### src/rtl/cpu_types_pkg.sv
// Shared CPU types: register index, word, and the hazard unit's state and redirect encodings.
package cpu_types_pkg;

   typedef logic [4:0]  regbits_t;
   typedef logic [31:0] word_t;

   typedef enum logic [1:0] {
      RUN     = 2'd0,
      MEMWAIT = 2'd1,
      HALTED  = 2'd2
   } hz_state_t;

   // Numeric order doubles as priority: branch outranks jr outranks jump.
   typedef enum logic [1:0] {
      R_NONE   = 2'd0,
      R_JUMP   = 2'd1,
      R_JR     = 2'd2,
      R_BRANCH = 2'd3
   } redir_t;

endpackage

### src/rtl/hazard_unit.sv
// Pipeline stall/flush/halt control for the five-stage core, with a deferred redirect latch.
// Optional statistics counters are enabled by defining HAZARD_STATS_EN.
module hazard_unit
   import cpu_types_pkg::*;
(
   input  logic     CLK,
   input  logic     nRST,
   input  logic     ihit,
   input  logic     dhit,
   input  logic     exmem_DRen,
   input  logic     exmem_DWen,
   input  logic     idex_DRen,
   input  regbits_t idex_rt,
   input  regbits_t ifid_rs,
   input  regbits_t ifid_rt,
   input  logic     ifid_uses_rt,
   input  logic     jump_id,
   input  logic     jr_ex,
   input  logic     br_taken,
   input  logic     halt_wb,
   output logic     pc_en,
   output logic     ifid_en,
   output logic     ifid_flush,
   output logic     idex_en,
   output logic     idex_flush,
   output logic     exmem_en,
   output logic     exmem_flush,
   output logic     memwb_en,
   output logic     redir_take,
`ifdef HAZARD_STATS_EN
   output word_t    stall_cycles,
   output word_t    flush_events,
`endif
   output logic     halted
);

   hz_state_t state_q, state_d;
   redir_t    redir_q, redir_d;
   redir_t    redir_in, redir_eff;
   logic      memstall, lduse;

   assign memstall = (exmem_DRen | exmem_DWen) & ~dhit;
   assign lduse    = idex_DRen & (idex_rt != '0) &
                     ((idex_rt == ifid_rs) | (ifid_uses_rt & (idex_rt == ifid_rt)));

   assign redir_in  = br_taken ? R_BRANCH : jr_ex ? R_JR : jump_id ? R_JUMP : R_NONE;
   assign redir_eff = (redir_in > redir_q) ? redir_in : redir_q;

   always_comb begin
      pc_en       = 1'b1;
      ifid_en     = 1'b1;
      ifid_flush  = 1'b0;
      idex_en     = 1'b1;
      idex_flush  = 1'b0;
      exmem_en    = 1'b1;
      exmem_flush = 1'b0;
      memwb_en    = 1'b1;
      redir_take  = 1'b0;
      halted      = 1'b0;
      state_d     = RUN;
      redir_d     = redir_q;
      if (!nRST) begin
         // Hold every latch clear while reset is asserted.
         {pc_en, ifid_en, idex_en, exmem_en, memwb_en} = '0;
         {ifid_flush, idex_flush, exmem_flush}         = '1;
         redir_d = R_NONE;
      end else if (state_q == HALTED || halt_wb) begin
         {pc_en, ifid_en, idex_en, exmem_en, memwb_en} = '0;
         halted  = 1'b1;
         state_d = HALTED;
      end else if (memstall) begin
         {pc_en, ifid_en, idex_en, exmem_en, memwb_en} = '0;
         redir_d = redir_eff;
         state_d = MEMWAIT;
      end else if (redir_eff != R_NONE) begin
         redir_take  = 1'b1;
         ifid_flush  = 1'b1;
         idex_flush  = (redir_eff == R_BRANCH) || (redir_eff == R_JR);
         exmem_flush = (redir_eff == R_BRANCH);
         redir_d     = R_NONE;
      end else if (lduse) begin
         pc_en      = 1'b0;
         ifid_en    = 1'b0;
         idex_flush = 1'b1;
      end else if (!ihit) begin
         pc_en      = 1'b0;
         ifid_flush = 1'b1;
      end
   end

   always_ff @(posedge CLK) begin
      if (!nRST) begin
         state_q <= RUN;
         redir_q <= R_NONE;
      end else begin
         state_q <= state_d;
         redir_q <= redir_d;
      end
   end

`ifdef HAZARD_STATS_EN
   word_t stall_q, flush_q;

   function automatic word_t sat_inc(input word_t v);
      return (v == '1) ? v : v + 32'd1;
   endfunction

   always_ff @(posedge CLK) begin
      if (!nRST) begin
         stall_q <= '0;
         flush_q <= '0;
      end else begin
         if (!pc_en && !halted) stall_q <= sat_inc(stall_q);
         if (redir_take)        flush_q <= sat_inc(flush_q);
      end
   end

   assign stall_cycles = stall_q;
   assign flush_events = flush_q;
`endif

endmodule

### config.mk
export PLATFORM = sky130hd
export DESIGN_NAME = hazard_unit
export DESIGN_NICKNAME = d
export VERILOG_FILES = /design/src/rtl/cpu_types_pkg.sv /design/src/rtl/hazard_unit.sv
export SDC_FILE = /design/constraint.sdc
export NUM_CORES = 1
export LEC_CHECK = 0
export ABC_AREA = 1
export CELL_PAD_IN_SITES_DETAIL_PLACEMENT = 0
export CELL_PAD_IN_SITES_GLOBAL_PLACEMENT = 2
export CORE_ASPECT_RATIO = 1.5
export CORE_MARGIN = 4
export CORE_UTILIZATION = 18
export CTS_BUF_LIST = sky130_fd_sc_hd__clkbuf_4 sky130_fd_sc_hd__clkbuf_8
export DETAILED_ROUTE_END_ITERATION = 8
export MAX_ROUTING_LAYER = met4
export PLACE_DENSITY = 0.85
export SLEW_MARGIN = 20
export SYNTH_ARGS = -nofsm -noshare
export SYNTH_HDL_FRONTEND = slang
export SYNTH_SLANG_ARGS = --single-unit
### constraint.sdc
create_clock -name CLK -period 4.4 [get_ports CLK]
set_input_delay 0.88 -clock CLK [delete_from_list [all_inputs] [get_ports CLK]]
set_output_delay 0.88 -clock CLK [all_outputs]
set_load 0.005 [all_outputs]
==> qor.yml <==
final_layout:
  final_layout_size_suffix_gt1_share_pct: 7.36
  final-seq-area_um2: 80.1
  finalNetCount: 195
  fillerInstances: 406
  areaGrowthSynthToFinish_pct: 67.5
  stdcell_count: 205
  antenna_cells: 0
  multi_input_area_um2: 435
clock_network:
  cts_setup_buffers: 0
  cts_resized: 0
  clockRootBuffer: "clkbuf_8"
  path_clk_slew_ns: 0.03
  cts_buffers: 3
  numClockSinks: 4
  postCtsHoldBufs: 0
  insertion_delay_ns: 0.21
  h-tree-depth: 1
  clockBufferDepth: 2
  cts_tree: "yes"
route:
  drt-pass1-iter-count: 2
  drt_wl_total_um: 1720
  drc_errors: 0
  first_iter_violations: 5
  drtAntennaViolNets: 0
  vias_per_cell: 3.76
  wl_per_cell_um: 8.40
  vias: 770
synth:
  avgSynthCellArea_um2: 5.16
  ys_warn_count: 0
  syn-num-nets: 156
  synth_edf_count: 0
  synth_area_leaders: "nand2_1, inv_1, dfxtp_1, nor2_1, ha_1"
  async_flop_share_pct: 0
  synth_commonest_cells: "nand2_1, inv_1, nor2_1"
  yosys.cell_types.count: 18
  synth_area_um2: 651
  seq_area_frac_synth_pct: 12.3
  synthCells: 126
  synth_top_area_share_pct: 29.4
  yosysTopAreaCell: "nand2_1"
  yosysMostFrequentCell: "nand2_1"
  ys_seq_elements: 4
  ys.flop_type: "dfxtp_1"
grt:
  grt_start_max_net_pins: 8
  grt_pass1_wl_um: 2840
  grt_pass1_vias: 761
  antenna_found_initial: 0
  track_usage_pct: 7.70
  grt-ovfl-total: 0
worst_setup_path:
  arrival_ns: 3.07
  cp.required_ns: 3.52
  critPathLaunchType: "primary input"
  slowest_stage: "clkdlybuf4s50_1"
  critPathMaxStageDelay_ns: 0.51
  cp_cell_sequence: "clkdlybuf4s50_1, nor2_1, inv_1, ha_1, nand2_1, nand2_1, nand2_1, nand2_1, nand2_1, nor2_1, nand3_1, nand2_1, nor2_1, clkdlybuf4s50_1"
  critical_path_class: "primary input to output port"
  cp_max_fo: 3
  endpoint_kind: "output port"
  crit_top_cell: "nand2_1"
timing:
  setup_viol: 0
  period_share_pct: 89.8
  period_needed_ns: 3.95
  totalNegativeSetupSlack_ns: 0
  max_clock_freq_mhz: 253
  fin_worst_skew_ns: 0.000460
  slew_viol_final: 0
  tightest_slew_ns: 0.253
  fin_ws_ns: 0.448
  max-slew-margin-rel_pct: 83.0
  rsz0062_at_grt: "no"
  hold_viol_final: 0
pwr:
  ir_worst_vdd_uv: 110
  p_per_area_nw_per_um2: 183
  leakage_nw: 0.597
floorplan:
  die_h_um: 81.6
  boundaryPins: 37
  die_w_um: 57.1
  initial_core_util_pct: 18.9
  placementRows: 26
  dieArea_um2: 4660
  core_um2: 3450
place:
  hpwlAfterDp_um: 1580
  placedCellCount: 202
  portBuffers: 36
  pre_cts_slack_ns: 0.407
  routabilityCongestion: 0.736
hold_path:
  worstHoldPathType: "flop to flop"
job:
  drv_cap: 0
status:
  status: "finished clean"
==> flip-flops by register name, indices dropped and copies added (netlist names) <==
name	count
redir_q	2
state_q	2
==> path summary, 6_finish.rpt <==
check                                 from         end  slack [ns]  cells past startpoint
worst max-delay path              br_taken       pc_en        0.45                     14
worst max register to register  redir_q[1]  redir_q[1]        2.95                     11
worst min register to register  redir_q[1]  redir_q[1]        0.52                      4
worst min-delay path            redir_q[1]  redir_q[1]        0.52                      4
==> final cells by class <==
cell class                 count  share of cell area [%]
clock buffer                   3                    3.79
inverter                      32                    11.0
multi-input combinational     88                    40.0
sequential                     4                    7.35
tap                           42                    4.82
timing repair buffer          36                    33.1
==> report_power, final <==
group | leakage [nW] | internal [mW] | switching, mW
clock network | 0.0216 | 0.0582 | 0.0176
logic | 0.543 | 0.0459 | 0.0387
registers | 0.0328 | 0.0384 | 0.00121
==> layout by cell type, fill, tap and decap left out <==
| master | instances |
|---|---|
| a21oi_4 | 2 |
| inv_1 | 31 |
| nand2_2 | 1 |
| nand3_2 | 1 |
| clkbuf_8 | 3 |
| nor2_2 | 1 |
| o21ai_0 | 2 |
| nor2_1 | 15 |
| dfxtp_1 | 4 |
| nand4_1 | 2 |
| ha_1 | 3 |
| clkdlybuf4s50_1 | 36 |
| nand2_1 | 51 |
| o21ai_2 | 1 |
| nand2_4 | 2 |
| nand3_1 | 5 |
| o31ai_1 | 1 |
| xnor2_1 | 1 |
| inv_2 | 1 |
==> per-stage QoR <==
step           cell area, µm²  total power, mW  hold slack [ns]  util [%]
5_1_grt                  1090            0.216            0.562      31.6
3_5_place_dp             1050            0.126            0.519      30.4
2_1_floorplan             651           0.0822            0.492         -
4_1_cts                  1090            0.206            0.526      31.6
6_report                 1090            0.200            0.519      31.6
3_3_place_gp             1050            0.126            0.510      30.4
==> kinds of logic (layout without fill, tap and decap cells) <==
logic type	count (synthesis)	in the layout	share of synthesized area [%]
buf+inv	34	71	20.8
simple gates	78	78	50.8
fa+ha+maj	3	3	5.77
xor+xnor	1	1	1.35
compound gates	6	6	9.04
flops	4	4	12.3
==> per-layer routing <==
layer,track usage (%),part of all wire [%],vias to the layer above
met5,-,0,-
met4,3.48,0,0
met3,0.786,4.5,0
met2,15.0,57,16
met1,7.56,39,315
li1,-,-,439
==> worst max-delay path, delay by kind of cell <==
kind	cells	cell delay, ns
adders and majority gates	1	0.28
buffers and inverters	3	1.05
and+or+nand+nor	10	0.83
Power figures use the tool's default switching activity.
